### src/rtl/cu_pkg.sv
// Shared types for the multicycle SimpleRISC controller: opcodes, FSM states,
// ALU operations and the decoder's instruction classes.
package cu_pkg;

  typedef enum logic [4:0] {
    OP_ADD  = 5'b00000,
    OP_SUB  = 5'b00001,
    OP_MUL  = 5'b00010,
    OP_DIV  = 5'b00011,
    OP_MOD  = 5'b00100,
    OP_CMP  = 5'b00101,
    OP_AND  = 5'b00110,
    OP_OR   = 5'b00111,
    OP_NOT  = 5'b01000,
    OP_MOV  = 5'b01001,
    OP_LSL  = 5'b01010,
    OP_LSR  = 5'b01011,
    OP_ASR  = 5'b01100,
    OP_NOP  = 5'b01101,
    OP_LD   = 5'b01110,
    OP_ST   = 5'b01111,
    OP_BEQ  = 5'b10000,
    OP_BGT  = 5'b10001,
    OP_B    = 5'b10010,
    OP_CALL = 5'b10011,
    OP_RET  = 5'b10100
  } opcode_t;

  typedef enum logic [2:0] {
    ST_FETCH,
    ST_DECODE,
    ST_EXEC,
    ST_MULDIV,
    ST_MEM,
    ST_WB
  } state_t;

  typedef enum logic [3:0] {
    ALU_ADD,
    ALU_SUB,
    ALU_MUL,
    ALU_DIV,
    ALU_MOD,
    ALU_CMP,
    ALU_AND,
    ALU_OR,
    ALU_NOT,
    ALU_MOV,
    ALU_LSL,
    ALU_LSR,
    ALU_ASR
  } alu_op_t;

  // CLS_JMP covers the unconditional transfers that do not write back (b, ret).
  typedef enum logic [3:0] {
    CLS_ALU,
    CLS_MUL,
    CLS_DIV,
    CLS_CMP,
    CLS_NOP,
    CLS_LD,
    CLS_ST,
    CLS_BEQ,
    CLS_BGT,
    CLS_JMP,
    CLS_CALL
  } op_class_t;

  typedef struct packed {
    op_class_t cls;
    alu_op_t   aluSel;
    logic      illegal;
  } decode_t;

  function automatic int unsigned maxU(input int unsigned a, input int unsigned b);
    return (a > b) ? a : b;
  endfunction

endpackage

### src/rtl/cu_decoder.sv
// Combinational opcode decoder: maps a 5-bit opcode to its instruction class,
// ALU operation and an illegal-opcode flag.
module cu_decoder
  import cu_pkg::*;
(
  input  logic [4:0] opcode,
  output decode_t    dec
);

  always_comb begin
    dec.cls     = CLS_NOP;
    dec.aluSel  = ALU_ADD;
    dec.illegal = 1'b0;
    case (opcode)
      OP_ADD:  begin dec.cls = CLS_ALU;  dec.aluSel = ALU_ADD; end
      OP_SUB:  begin dec.cls = CLS_ALU;  dec.aluSel = ALU_SUB; end
      OP_MUL:  begin dec.cls = CLS_MUL;  dec.aluSel = ALU_MUL; end
      OP_DIV:  begin dec.cls = CLS_DIV;  dec.aluSel = ALU_DIV; end
      OP_MOD:  begin dec.cls = CLS_DIV;  dec.aluSel = ALU_MOD; end
      OP_CMP:  begin dec.cls = CLS_CMP;  dec.aluSel = ALU_CMP; end
      OP_AND:  begin dec.cls = CLS_ALU;  dec.aluSel = ALU_AND; end
      OP_OR:   begin dec.cls = CLS_ALU;  dec.aluSel = ALU_OR;  end
      OP_NOT:  begin dec.cls = CLS_ALU;  dec.aluSel = ALU_NOT; end
      OP_MOV:  begin dec.cls = CLS_ALU;  dec.aluSel = ALU_MOV; end
      OP_LSL:  begin dec.cls = CLS_ALU;  dec.aluSel = ALU_LSL; end
      OP_LSR:  begin dec.cls = CLS_ALU;  dec.aluSel = ALU_LSR; end
      OP_ASR:  begin dec.cls = CLS_ALU;  dec.aluSel = ALU_ASR; end
      OP_NOP:  dec.cls = CLS_NOP;
      OP_LD:   dec.cls = CLS_LD;
      OP_ST:   dec.cls = CLS_ST;
      OP_BEQ:  dec.cls = CLS_BEQ;
      OP_BGT:  dec.cls = CLS_BGT;
      OP_B:    dec.cls = CLS_JMP;
      OP_CALL: dec.cls = CLS_CALL;
      OP_RET:  dec.cls = CLS_JMP;
      default: dec.illegal = 1'b1;
    endcase
  end

endmodule

### src/rtl/multicycle_control_unit.sv
// Multicycle SimpleRISC controller: FETCH/DECODE/EXEC/MULDIV/MEM/WB sequencer
// with an iterative MUL/DIV latency counter and a req/ack data-memory wait.
module multicycle_control_unit
  import cu_pkg::*;
#(
  parameter int unsigned MUL_CYCLES = 4,
  parameter int unsigned DIV_CYCLES = 32
) (
  input  logic       clk,
  input  logic       rst_n,
  input  logic       instr_valid,
  output logic       instr_ready,
  input  logic [4:0] opcode,
  input  logic       imm,
  input  logic       flag_eq,
  input  logic       flag_gt,
  input  logic       mem_ack,
  output logic       pc_inc,
  output logic       pc_branch,
  output logic       alu_start,
  output alu_op_t    alu_sel,
  output logic       is_imm,
  output logic       flags_we,
  output logic       mem_req,
  output logic       mem_we,
  output logic       rf_we,
  output logic       rf_ra_sel,
  output logic       illegal_op
);

  localparam int unsigned CNT_W = $clog2(maxU(MUL_CYCLES, DIV_CYCLES)) + 1;
  localparam logic [CNT_W-1:0] MUL_LOAD = CNT_W'(MUL_CYCLES - 1);
  localparam logic [CNT_W-1:0] DIV_LOAD = CNT_W'(DIV_CYCLES - 1);

  state_t           state;
  op_class_t        cls;
  logic             illegalQ;
  logic             running;
  logic [CNT_W-1:0] cnt;
  decode_t          dec;
  logic             taken;
  logic             usesAlu;

  cu_decoder uDecoder (
    .opcode(opcode),
    .dec   (dec)
  );

  // running keeps instr_ready low while reset is held, raising it one cycle after release.
  assign instr_ready = running && (state == ST_FETCH);
  assign mem_req     = (state == ST_MEM);

  always_comb begin
    taken   = (cls == CLS_JMP) || (cls == CLS_CALL) ||
              ((cls == CLS_BEQ) && flag_eq) || ((cls == CLS_BGT) && flag_gt);
    usesAlu = (cls == CLS_ALU) || (cls == CLS_MUL) || (cls == CLS_DIV) ||
              (cls == CLS_CMP) || (cls == CLS_LD)  || (cls == CLS_ST);
  end

  // Strobes are set on the edge entering the state in which they must be seen.
  always_ff @(posedge clk) begin
    if (!rst_n) begin
      state      <= ST_FETCH;
      cls        <= CLS_NOP;
      illegalQ   <= 1'b0;
      running    <= 1'b0;
      cnt        <= '0;
      pc_inc     <= 1'b0;
      pc_branch  <= 1'b0;
      alu_start  <= 1'b0;
      alu_sel    <= ALU_ADD;
      is_imm     <= 1'b0;
      flags_we   <= 1'b0;
      mem_we     <= 1'b0;
      rf_we      <= 1'b0;
      rf_ra_sel  <= 1'b0;
      illegal_op <= 1'b0;
    end else begin
      running    <= 1'b1;
      pc_inc     <= 1'b0;
      pc_branch  <= 1'b0;
      alu_start  <= 1'b0;
      flags_we   <= 1'b0;
      rf_we      <= 1'b0;
      rf_ra_sel  <= 1'b0;
      illegal_op <= 1'b0;
      case (state)
        ST_FETCH: begin
          if (running && instr_valid) begin
            state      <= ST_DECODE;
            cls        <= dec.cls;
            alu_sel    <= dec.aluSel;
            illegalQ   <= dec.illegal;
            is_imm     <= imm;
            illegal_op <= dec.illegal;
            pc_inc     <= !dec.illegal;
          end
        end
        ST_DECODE: begin
          if (illegalQ) begin
            state <= ST_FETCH;
          end else begin
            state     <= ST_EXEC;
            alu_start <= usesAlu;
            flags_we  <= (cls == CLS_CMP);
            pc_branch <= taken;
          end
        end
        ST_EXEC: begin
          case (cls)
            CLS_MUL: begin
              cnt   <= MUL_LOAD;
              state <= ST_MULDIV;
            end
            CLS_DIV: begin
              cnt   <= DIV_LOAD;
              state <= ST_MULDIV;
            end
            CLS_LD: begin
              mem_we <= 1'b0;
              state  <= ST_MEM;
            end
            CLS_ST: begin
              mem_we <= 1'b1;
              state  <= ST_MEM;
            end
            CLS_ALU, CLS_CALL: begin
              rf_we     <= 1'b1;
              rf_ra_sel <= (cls == CLS_CALL);
              state     <= ST_WB;
            end
            default: state <= ST_FETCH;
          endcase
        end
        ST_MULDIV: begin
          if (cnt == '0) begin
            rf_we <= 1'b1;
            state <= ST_WB;
          end else begin
            cnt <= cnt - 1'b1;
          end
        end
        ST_MEM: begin
          if (mem_ack) begin
            mem_we <= 1'b0;
            if (mem_we) begin
              state <= ST_FETCH;
            end else begin
              rf_we <= 1'b1;
              state <= ST_WB;
            end
          end
        end
        ST_WB: state <= ST_FETCH;
        default: state <= ST_FETCH;
      endcase
    end
  end

endmodule
### config.mk
export PLATFORM = sky130hd
export DESIGN_NAME = multicycle_control_unit
export DESIGN_NICKNAME = d
export VERILOG_FILES = /design/src/rtl/cu_pkg.sv /design/src/rtl/cu_decoder.sv /design/src/rtl/multicycle_control_unit.sv
export SDC_FILE = /design/constraint.sdc
export NUM_CORES = 1
export LEC_CHECK = 0
export CAP_MARGIN = 10
export CORE_ASPECT_RATIO = 1.2
export CORE_MARGIN = 2
export CORE_UTILIZATION = 30
export CTS_CLUSTER_SIZE = 40
export DETAILED_ROUTE_END_ITERATION = 7
export GPL_ROUTABILITY_DRIVEN = 0
export MAX_ROUTING_LAYER = met4
export PLACE_DENSITY = 0.51
export SYNTH_ARGS = -nofsm -noshare
export SYNTH_HDL_FRONTEND = slang
export SYNTH_SLANG_ARGS = --single-unit
### constraint.sdc
create_clock -name clk -period 1.7 [get_ports clk]
set_input_delay 0.51 -clock clk [delete_from_list [all_inputs] [get_ports clk]]
set_output_delay 0.51 -clock clk [all_outputs]
set_load 0.05 [all_outputs]
==> key figures <==
Status
  – Status: complete, but fails checks
  – Violated checks: negative setup slack

STA
  – Final setup viols: 1
  – Final hold slack: 0.4943 ns
  – Final clock skew: 0.007371 ns
  – Rel. slew slack: 0.7489
  – Worst Slack Setup Final: -0.01354 ns
  – Setup_tns: -0.01354 ns
  – Fmax: 0.5836 GHz
  – Fin crit share: 1.008
  – Slew Limit Fails: 0
  – RSZ-0062 raised after global routing: true
  – Min Tclk post-route: 1.714 ns
  – Worst-Margin Slew: 0.3737 ns
  – Hold Violations, Final: 0

Pwr
  – P_leak: 0.8753 nW
  – Peak supply drop: 380.7 uV
  – Pwr Total: 1.552 mW
  – Pwr Density: 695.3 nW/um^2

Final layout
  – Fillcell total: 444
  – Register area: 574.3 sq um
  – N_diodes: 0
  – Nets: 230
  – Multi-input gate area: 795.8 sq um
  – Share of cells above drive strength 1: 0.3519
  – Area growth syn-to-layout: 60.58%

Global routing
  – Total track usage: 0.1582
  – First-pass GRT wire length: 6361 um
  – Vias in the first global route: 1,419
  – Initial antenna violation count: 0
  – Largest net degree at the start of global routing: 17
  – Total gr overflow: 0

Logic synthesis
  – Synth top area cells: dfxtp_1, nor3_1, o21ai_0
  – Predominant post-synthesis flop cell: dfxtp_1
  – Synthesis-stage register bit count: 28
  – Synthesized area per cell: 8.688 sq um
  – Gate count of the mapped netlist: 160
  – Post-synth EDFFs: 0
  – Cell Area, Synth: 1390 sq um
  – Distinct cell type count after synthesis: 50
  – Cell accounting for the most synthesized area: dfxtp_1
  – Sequential element share of the synthesized area: 0.4032
  – Syn_nets: 173
  – Most common library cells after synthesis: dfxtp_1, nor3_1, nand2_1
  – Top cell type's share of synthesized area: 0.4032
  – Most common cell in the netlist: dfxtp_1
  – Yosys warns: 0
  – Post-synth ARST share: 0

Floorplan
  – CORE AREA: 4527 sq um
  – Die area: 5196 sq um
  – Initial Utilization: 0.3071
  – Rows: 27
  – Die Y: 78.57 um
  – Die X: 66.14 um
  – I/O pin total: 27

Routing
  – Via density per instance: 5.073
  – 1st-iter DRT viols: 42
  – Routed wire length: 3645 um
  – DRT antenna net count: 0
  – Routed vias: 1,390
  – Drt wl/cell: 13.30 um
  – TritonRoute pass-1 iters: 4
  – DR DRC count: 0

CTS
  – CTS Sinks: 28
  – Max Root-Sink Buffers: 2
  – Hold buffer count at cts: 0
  – CTS buffer count: 3
  – H-tree depth: 1
  – Clk slew on worst S/H paths: 0.10 ns
  – Clock root buffer: clkbuf_8
  – Clock latency on the worst-skew pair: 0.29 ns
  – TritonCTS clock tree: yes

Placement
  – IO Port Bufs: 26
  – Setup slack after placement: -0.1661 ns
  – HPWL Detailed: 2715 um

Critical path
  – Setup CP Type: register to output pin
  – Max incr delay on CP: 0.38 ns
  – Worst setup EP type: output pin
  – CP Data Required Time: 1.19 ns
  – Critical-path maximum fanout: 5
  – CP arrival: 1.20 ns
  – Bufs and invs on worst path: 2
  – R2R Path Start: cnt[1]$_SDFFE_PN0P_
  – Worst R2R Path Depth: 6
  – CP startpoint kind: register
  – RR Endpoint: state[0]$_SDFFE_PN0P_
  – CP max stage cell: dfxtp_4
  – R2R Setup Slk: 0.07 ns
  – CP Cell Sequence: buf_6 -> nor3b_4 -> buf_12
  – Crit-path leading delay family: flip-flops

Min path
  – WHS Path Cells: 1
  – Worst Hold End: illegalQ$_SDFFE_PN0P_
  – Hold Path Class: register to register
  – HP Start: illegalQ$_SDFFE_PN0P_

Flow run
  – Max-cap viol count: 0
-- stage by stage --
step	area, sq um	cells	utilization
global route	2232	274	0.4931
floorplan	1396	160	-
global placement	2052	264	0.4533
finish	2232	274	0.4931
detailed placement	2052	264	0.4533
CTS	2191	272	0.4840
-- how the worst max path moves through the flow --
stage                                     start                   to  slack [ns]  depth (start not counted)
final                     state[1]$_SDFFE_PN0P_              mem_req       -0.01                          3
after global placement                opcode[2]  cls[0]$_SDFFE_PN0P_       -0.13                          5
after floorplan           state[2]$_SDFFE_PN0P_              mem_req        0.04                          2
after global routing      state[1]$_SDFFE_PN0P_              mem_req       -0.06                          3
after CTS                 state[1]$_SDFFE_PN0P_              mem_req       -0.01                          3
after detailed placement              opcode[2]  cls[0]$_SDFFE_PN0P_       -0.17                          5
-- flip-flops by register name, indices dropped and copies added, names as in the netlist, 3 cells and up --
name	cells
alu_sel	4
cls	4
cnt	6
state	3
-- routing by layer --
layer | global-route usage | up-vias | routed length (um)
li1 | - | 706 | -
met4 | 0.06122 | 0 | 63
met3 | 0.02436 | 5 | 134
met1 | 0.1813 | 653 | 1529
met5 | - | - | 0
met2 | 0.2730 | 26 | 1917
-- final cells by class --
| type | instances | share of cell area |
|---|---|---|
| Clock buffer | 3 | 0.01850 |
| Clock inverter | 1 | 0.01345 |
| Inverter | 7 | 0.01177 |
| Multi-Input combinational cell | 115 | 0.3565 |
| Sequential cell | 28 | 0.2573 |
| Tap cell | 58 | 0.03251 |
| Timing Repair Buffer | 62 | 0.3100 |
-- report_power, final --
part           total [mW]  switching [mW]  leakage, nW  internal, mW
Sequential          0.699          0.0249        0.230         0.674
Clock               0.542           0.226       0.0357         0.316
Combinational       0.311           0.143        0.610         0.168
Total                1.55           0.394        0.875          1.16
-- kinds of logic after synthesis --
family,count (synthesis),share of synthesized area
adders and majority gates,1,0.008999
and+or+nand+nor,66,0.2817
DFF,28,0.4032
xor gates and xnor gates,2,0.01260
AOI/OAI and AO/OA,45,0.2295
buffers and inverters,17,0.05670
muxes,1,0.007201
-- what timing repair did --
item                                   4_1_cts  5_1_grt
pin swaps                                    2        2
endpoints found under the hold margin        0        0
resized for setup                           12        8
cloned                                       0        0
setup endpoints to repair                    2       11
buffers inserted                             4        2
-- cell usage in the layout, fill, tap and decap left out, types with 4 or more instances in the layout --
cell,synthesis,final
nand2_1,10,10
buf_12,0,15
buf_4,1,33
o21ai_0,8,8
a211oi_1,4,4
inv_1,6,6
nand2b_1,4,4
clkdlybuf4s50_1,0,11
a21oi_1,7,7
nor3_1,16,15
nor2_1,9,9
dfxtp_1,28,23
No activity file was read; power rests on OpenSTA's default activity.
